===== src/rtl/equiv_harness_pkg.sv =====
// Shared types and constants for the equivalence-harness stimulus driver.
// Phase codes double as the state encoding presented on the phase output.
package equiv_harness_pkg;

  typedef enum logic [2:0] {
    ST_IDLE  = 3'd0,
    ST_RESET = 3'd1,
    ST_RUN   = 3'd2,
    ST_DRAIN = 3'd3,
    ST_DONE  = 3'd4
  } state_t;

  typedef enum logic [1:0] {
    DENS_100 = 2'b00,
    DENS_75  = 2'b01,
    DENS_50  = 2'b10,
    DENS_25  = 2'b11
  } density_t;

  localparam logic [15:0] LFSR_TAPS         = 16'hB400;
  localparam logic [15:0] LFSR_SEED_DEFAULT = 16'h0001;

  // Galois form: shift right, fold taps in when a one falls out of bit 0.
  function automatic logic [15:0] lfsr_step(input logic [15:0] v);
    logic [15:0] n;
    n = v >> 1;
    if (v[0]) n = n ^ LFSR_TAPS;
    return n;
  endfunction

  function automatic logic density_gate(input density_t d, input logic [1:0] b);
    logic g;
    case (d)
      DENS_100: g = 1'b1;
      DENS_75:  g = (b != 2'b00);
      DENS_50:  g = b[0];
      default:  g = (b == 2'b11);
    endcase
    return g;
  endfunction

endpackage


===== src/rtl/equiv_lfsr16.sv =====
// 16-bit Galois LFSR with seed load; a zero seed falls back to the default
// so the register can never lock up at all-zeros.
module equiv_lfsr16 (
  input  logic        clk,
  input  logic        reset,
  input  logic        load,
  input  logic        advance,
  input  logic [15:0] seed,
  output logic [15:0] value
);
  import equiv_harness_pkg::*;

  logic [15:0] r_value;

  always_ff @(posedge clk) begin
    if (reset) begin
      r_value <= LFSR_SEED_DEFAULT;
    end else if (load) begin
      r_value <= (seed == '0) ? LFSR_SEED_DEFAULT : seed;
    end else if (advance) begin
      r_value <= lfsr_step(r_value);
    end
  end

  assign value = r_value;

endmodule


===== src/rtl/equiv_stim_driver.sv =====
// Sequences DUT reset, pseudo-random clk_enable run and drain phases for both
// Subsystem copies of the equivalence harness, then pulses done.
module equiv_stim_driver #(
  parameter int unsigned RESET_CYCLES = 4,
  parameter int unsigned RUN_CYCLES   = 256,
  parameter int unsigned DRAIN_CYCLES = 8,
  parameter int unsigned CNT_W        = 16
) (
  input  logic             clk,
  input  logic             reset,
  input  logic             start,
  input  logic [15:0]      seed,
  input  logic [1:0]       density,
  input  logic             inject_reset,
  output logic             dut_reset,
  output logic             dut_clk_enable,
  output logic             busy,
  output logic             done,
  output logic [CNT_W-1:0] enabled_count,
  output logic [2:0]       phase
);
  import equiv_harness_pkg::*;

  localparam int unsigned MAX_LEN_RR = (RESET_CYCLES > RUN_CYCLES) ? RESET_CYCLES : RUN_CYCLES;
  localparam int unsigned MAX_LEN    = (MAX_LEN_RR > DRAIN_CYCLES) ? MAX_LEN_RR : DRAIN_CYCLES;
  localparam int unsigned CYC_W      = (MAX_LEN > 1) ? $clog2(MAX_LEN) : 1;

  state_t             r_state;
  state_t             w_state_nx;
  logic [CYC_W-1:0]   r_cyc;
  logic [CYC_W-1:0]   w_cyc_nx;
  density_t           r_density;
  logic               r_dut_reset;
  logic               r_en;
  logic               r_busy;
  logic               r_done;
  logic [CNT_W-1:0]   r_count;
  logic [15:0]        w_lfsr;
  logic               w_load;
  logic               w_advance;
  logic               w_gate;
  logic               w_pulse;
  logic               w_rst_nx;
  logic               w_en_nx;

  assign w_load    = (r_state == ST_IDLE) && start;
  assign w_advance = (w_state_nx == ST_RUN);

  equiv_lfsr16 u_lfsr (
    .clk     (clk),
    .reset   (reset),
    .load    (w_load),
    .advance (w_advance),
    .seed    (seed),
    .value   (w_lfsr)
  );

  // Counter holds cycles remaining minus one; reloaded on every state entry.
  always_comb begin
    w_state_nx = r_state;
    w_cyc_nx   = r_cyc - 1'b1;
    case (r_state)
      ST_IDLE: begin
        w_cyc_nx = r_cyc;
        if (start) begin
          w_state_nx = ST_RESET;
          w_cyc_nx   = CYC_W'(RESET_CYCLES - 1);
        end
      end
      ST_RESET: if (r_cyc == '0) begin
        w_state_nx = ST_RUN;
        w_cyc_nx   = CYC_W'(RUN_CYCLES - 1);
      end
      ST_RUN: if (r_cyc == '0) begin
        w_state_nx = ST_DRAIN;
        w_cyc_nx   = CYC_W'(DRAIN_CYCLES - 1);
      end
      ST_DRAIN: if (r_cyc == '0) begin
        w_state_nx = ST_DONE;
        w_cyc_nx   = '0;
      end
      ST_DONE: begin
        w_state_nx = ST_IDLE;
        w_cyc_nx   = '0;
      end
      default: begin
        w_state_nx = ST_IDLE;
        w_cyc_nx   = '0;
      end
    endcase
  end

  // Outputs are registered from the next state so they line up with phase.
  // r_dut_reset high while in RUN marks the injected pulse cycle.
  always_comb begin
    w_gate   = density_gate(r_density, w_lfsr[1:0]);
    w_pulse  = (r_state == ST_RUN) && (w_state_nx == ST_RUN) && inject_reset && !r_dut_reset;
    w_rst_nx = 1'b1;
    w_en_nx  = 1'b0;
    case (w_state_nx)
      ST_RUN: begin
        w_rst_nx = w_pulse;
        w_en_nx  = !w_pulse && w_gate;
      end
      ST_DRAIN: begin
        w_rst_nx = 1'b0;
        w_en_nx  = 1'b1;
      end
      default: ;
    endcase
  end

  always_ff @(posedge clk) begin
    if (reset) begin
      r_state     <= ST_IDLE;
      r_cyc       <= '0;
      r_density   <= DENS_100;
      r_dut_reset <= 1'b1;
      r_en        <= 1'b0;
      r_busy      <= 1'b0;
      r_done      <= 1'b0;
      r_count     <= '0;
    end else begin
      r_state     <= w_state_nx;
      r_cyc       <= w_cyc_nx;
      r_dut_reset <= w_rst_nx;
      r_en        <= w_en_nx;
      r_busy      <= (w_state_nx == ST_RESET) || (w_state_nx == ST_RUN) || (w_state_nx == ST_DRAIN);
      r_done      <= (w_state_nx == ST_DONE);
      if (w_load) begin
        r_density <= density_t'(density);
        r_count   <= '0;
      end else if ((w_state_nx == ST_RUN) && w_en_nx && (r_count != '1)) begin
        r_count <= r_count + 1'b1;
      end
    end
  end

  assign dut_reset      = r_dut_reset;
  assign dut_clk_enable = r_en;
  assign busy           = r_busy;
  assign done           = r_done;
  assign enabled_count  = r_count;
  assign phase          = r_state;

endmodule


===== config.mk =====
export PLATFORM = sky130hd
export DESIGN_NAME = equiv_stim_driver
export DESIGN_NICKNAME = d
export VERILOG_FILES = /design/src/rtl/equiv_harness_pkg.sv /design/src/rtl/equiv_lfsr16.sv /design/src/rtl/equiv_stim_driver.sv
export SDC_FILE = /design/constraint.sdc
export NUM_CORES = 1
export LEC_CHECK = 0
export CAP_MARGIN = 10
export CORE_MARGIN = 2
export CORE_UTILIZATION = 56
export DETAILED_ROUTE_END_ITERATION = 8
export GPL_ROUTABILITY_DRIVEN = 0
export PLACE_DENSITY = 0.85
export SKIP_CTS_REPAIR_TIMING = 1
export SYNTH_ARGS = -nofsm -noshare
export SYNTH_HDL_FRONTEND = slang
export SYNTH_SLANG_ARGS = --single-unit

===== constraint.sdc =====
create_clock -name clk -period 4.9 [get_ports clk]
set_clock_uncertainty 0.1 [all_clocks]
set_input_delay 1.47 -clock clk [delete_from_list [all_inputs] [get_ports clk]]
set_output_delay 1.47 -clock clk [all_outputs]
set_load 0.05 [all_outputs]

Word-level counts from Yosys, hierarchy flattened
Index checks and enable logic that the tools add are counted.
Widths: inputs -> output; s select.
{"block": "word_totals", "mem_bits_ro": 0, "wordCells": 59, "ff_bits": 49, "memories": 0, "ram_bits": 0, "latchBits": 0}
{"block": "op_classes", "n_addsub": 2, "n_eq_ne": 12, "n_mul": 0, "magnitude_cmp": 0, "div": 0, "n_mux": 17, "bitwise_logic": 1, "n_shift": 0, "n_reduce_logical": 18}
{"op": "$mux 16", "n": 4}
{"op": "$mux 8", "n": 4}
{"op": "$pmux 8 s4", "n": 1}
{"op": "$add 16x1->16 const B", "n": 1}
{"op": "$logic_not 16->1", "n": 1}
{"op": "$ne 16x16->1 const B", "n": 1}
{"op": "$eq 3x2->1 const B", "n": 4}
{"op": "$mux 3", "n": 4}
{"op": "$pmux 3 s4", "n": 1}
{"op": "$logic_not 8->1", "n": 1}
{"op": "$sub 8x1->8 const B", "n": 1}
{"op": "$logic_and 1x1->1", "n": 7}
{"op": "$eq 3x1->1 const B", "n": 2}
{"op": "$eq 2x2->1 const B", "n": 2}
{"op": "$not 3->4", "n": 1}
{"op": "$pmux 1 s2", "n": 2}
{"op": "$reduce_bool 2->1", "n": 2}
{"op": "$eq 3x3->1 const B", "n": 1}
{"op": "$logic_not 3->1", "n": 1}
{"op": "$pmux 1 s3", "n": 1}
{"op": "$eq 2x1->1 const B", "n": 1}
{"op": "$logic_not 1->1", "n": 2}
{"op": "$logic_not 2->1", "n": 1}
{"op": "$logic_or 1x1->1", "n": 2}
{"op": "other kinds (2)", "n": 2}

Depth between registers and ports, before layout
{"block": "logic_depth", "depth_word": 12, "ltp_mapped": 10, "ltp_nobuf": 8}

Cells and area by module
A second synthesis with hierarchy kept.
{"block": "hier_totals", "cells_unflattened": 281, "area_unflattened_um2": 2497.4}
{"mod": "equiv_stim_driver", "n_inst": 1, "cells_per_inst": 199, "area_per_inst_um2": 1702.9}
{"mod": "equiv_lfsr16", "n_inst": 1, "cells_per_inst": 82, "area_per_inst_um2": 794.5}

Least setup slack after synthesis
OpenSTA, ideal clock, no wires.
{"block": "synth_timing", "path_kind": "input to register", "start": "in start", "end": "reg r_count[0], in the netlist enabled_count[0]", "arrival_time_ns": 2.846, "path_buffers": 2, "setup_slack_ns": 1.826, "path_stages": 5, "setup_time_ns": 0.128, "t_required_ns": 4.672, "path_cell_list": "nor4b_1 or2_2 clkbuf_1 clkbuf_1 nor2_1"}
{"block": "synth_between", "elab_chain_cells": 11}
{"item": "start, declared", "line_no": "equiv_stim_driver.sv:11", "text": "input logic start,"}
{"item": "$mux 3", "line_no": "equiv_stim_driver.sv:65", "text": "if (start) begin"}
{"item": "$pmux 3 s4", "line_no": "equiv_stim_driver.sv:62", "text": "case (r_state)"}
{"item": "$eq 3x2->1", "line_no": "equiv_stim_driver.sv:97, equiv_stim_driver.sv:100, equiv_stim_driver.sv:133"}
{"item": "$logic_and 1x1->1 (3 in a row)", "line_no": "equiv_stim_driver.sv:97", "text": "w_pulse = (r_state == ST_RUN) && (w_state_nx == ST_RUN) && inject_reset && !r_dut_reset;"}
{"item": "$logic_not 1->1", "line_no": "equiv_stim_driver.sv:103", "text": "w_en_nx = !w_pulse && w_gate;"}
{"item": "$logic_and 1x1->1", "line_no": "equiv_stim_driver.sv:103"}
{"item": "$pmux 1 s2", "line_no": "equiv_stim_driver.sv:100", "text": "case (w_state_nx)"}
{"item": "$logic_and 1x1->1 (2 in a row)", "line_no": "equiv_stim_driver.sv:133", "text": "end else if ((w_state_nx == ST_RUN) && w_en_nx && (r_count != '1)) begin"}
{"item": "end signal, assigned", "line_no": "equiv_stim_driver.sv:134", "text": "r_count <= r_count + 1'b1;"}
{"item": "end, declared", "line_no": "equiv_stim_driver.sv:37", "text": "logic [CNT_W-1:0] r_count;"}
Parallel ways exist; a longest one is shown, timed or not.
A chain may end at the register's enable or synchronous reset.

Worst setup path after layout
{"block": "layout_timing", "start": "reg r_state[1], in the netlist phase[1]", "end": "out phase[1]"}
{"item": "start, declared", "line_no": "equiv_stim_driver.sv:28", "text": "state_t r_state;"}
{"item": "start signal, assigned", "line_no": "equiv_stim_driver.sv:124", "text": "r_state <= w_state_nx;"}
{"item": "end, declared", "line_no": "equiv_stim_driver.sv:20", "text": "output logic [2:0] phase"}
No word-level cell between the ends.

==> results.ini <==
[cells_and_area]
drive_gt1_frac=0.0647
final_util=0.691
antenna_cells=0
final-seq-area_um2=981
area_growth_pct=21.3
fill_cells=369
multi_input_area_um2=1360
fin_cells=392
finalInstanceArea_um2=2970
nNetsFinal=363

[route]
num_vias=2294
viasPerCell=5.85
drt-total-wl_um=5480
post-route-drc-count=0
first_pass_iters=6
wl_per_cell_um=14.0
first_iter_violations=178
antenna_left=0

[global_routing]
grt_pass1_wl_um=9360
antenna_found_initial=0
grt_usage=0.235
grt_pass1_vias=2062
overflow=0
grt_max_degree=18

[synthesis]
ys_types=50
ys_ff_latch=49
syn_nets=328
postSynth.asyncResetShare=0
synthFlopType=dfxtp_1
syn_avg_cell_area_um2=8.05
yosysWarnings=0
syn_inst=304
syn_area_um2=2450
synth-edff-count=0
ys_seq_area_frac=0.401

[power]
power_density_nw_per_um2=543
ir_worst_vdd_uv=297
power.leakage_nw=1.10
p_total_mw=1.61

[die]
start_util=0.570
coreArea_um2=4290
die_area_um2=4910
fp-row-count=24
fp.dieH_um=70.1
die_x_um=70.1
pin_count=45

[status]
status=complete, no violations

[clocking]
cts_buffers=5
cts_buffer_depth=2
cts_num_sinks=49
cts_tree=done
clk_pin_slew_ps=80
cts-root-buf=clkbuf_8
worstSkewPairLatency_ps=300
htreeDepth=2

[placed_design]
placed_area_um2=2890
dpl.hpwl_um=3990
port_buffers=44
place_inst=384

[timing]
setup_violations=0
timing.final.max_slew_violations=0
tightest_slew_ps=796
fmax_mhz=299
slew_headroom=0.467
fin_crit_ps=3350
finalHoldViolCount=0
rsz0062_at_grt=no
period_share=0.683
fin_setup_tns_ps=0

[setup_path]
path_cells=clkdlybuf4s50_1
crit_path_end_kind=output port
crit_buf_inv=1
crit_type=reg2out
path_max_fanout=14
critPathArrivalTime_ps=1780
worstPathRequired_ps=3330
cp-start-kind=flip-flop
critPathMaxStageDelay_ps=880
path_delay_family=buffers and inverters
critical_path.slowest_cell=clkdlybuf4s50_1

[flow_run]
cap_violations=0

[worst_hold_path]
holdCritPathClass=reg2reg

[metrics by stage]
step,setup slack [ps],hold slack (ps)
floorplan,1830,332
global placement,1410,338
detailed placement,1310,345
CTS,1540,367
global route,1470,394
finish,1550,366
[logic make-up after synthesis]
kind of cell             count (synthesis)  synth area share
AO/OA/AOI/OAI                           70             0.184
XOR/XNOR                                12            0.0429
adder cells (fa/ha/maj)                  3            0.0143
buffers and inverters                   23            0.0429
flip-flops                              49             0.401
multiplexers                             2           0.00818
AND/OR/NAND/NOR                        145             0.307
[cell usage after synthesis, types with 3 or more instances]
master | count | share of area
a211oi_1 | 15 | 0.046
a21oi_1 | 18 | 0.037
and2_1 | 4 | 0.010
and3_1 | 5 | 0.013
clkbuf_1 | 13 | 0.020
dfxtp_1 | 49 | 0.40
inv_1 | 4 | 0.0061
nand2_1 | 35 | 0.054
nand3_1 | 5 | 0.010
nand4_1 | 5 | 0.013
nor2_1 | 49 | 0.075
nor2b_1 | 3 | 0.0077
nor3_1 | 5 | 0.010
nor4_1 | 5 | 0.013
o21ai_0 | 21 | 0.043
or3_1 | 7 | 0.018
or4_1 | 3 | 0.0092
xor2_1 | 12 | 0.043
[cells in the final DEF, fill, tap and decap left out, drive strengths merged, types with 2 or more instances in the layout]
master,netlist,final
nor2,49,49
dfxtp,49,49
clkdlybuf4s50,0,44
nand2,35,35
o21ai,21,21
a21oi,18,18
a211oi,16,16
xor2,12,12
or3,8,8
clkbuf,14,7
nand3,6,6
nor4,6,6
and3,6,6
and2,6,6
nand4,5,5
nor3,5,5
inv,4,4
nor2b,3,3
or4,3,3
buf,5,3
nor3b,3,3
nor4b,2,2
or2,2,2
mux2i,2,2
nand3b,2,2
a31oi,2,2
a22oi,2,2
a222oi,2,2
a21o,2,2
o31ai,2,2
ha,2,2
[flip-flops by register name, summed over array words and instances, names as in the netlist]
register / count
dut_reset: 1
phase: 3
enabled_count: 16
dut_clk_enable: 1
r_density: 2
done: 1
busy: 1
u_lfsr.value: 16
r_cyc: 8
[per-layer routing]
metal,part of all wire,track usage
met1,0.47,0.327
met2,0.47,0.372
met3,0.056,0.0462
met4,0.013,0.0662
met5,0,0
[worst paths after layout]
kind / cells past startpoint / to / from / slack (ps)
worst min-delay path: 2 / r_density[1] / r_density[1] / 370
worst min register to register: 2 / r_density[1] / r_density[1] / 370
worst max-delay path: 1 / phase[1] / phase[1] / 1550
worst max register to register: 8 / enabled_count[5] / r_cyc[0] / 2210
[area by class of cell]
| cell class | instances | share of cell area |
|---|---|---|
| Clock inverter | 1 | 0.00253 |
| Multi-Input combinational cell | 232 | 0.458 |
| Timing Repair Buffer | 47 | 0.156 |
| Sequential cell | 49 | 0.330 |
| Tap cell | 52 | 0.0219 |
| Clock buffer | 7 | 0.0257 |
| Inverter | 4 | 0.00506 |
[power by group]
part	internal, mW	total [mW]	leakage (nW)	switching, mW
registers	0.499	0.604	0.401	0.105
clock network	0.101	0.232	0.0385	0.131
logic	0.306	0.775	0.664	0.469
total	0.906	1.61	1.10	0.705
No activity file was read; power rests on OpenSTA's default activity.
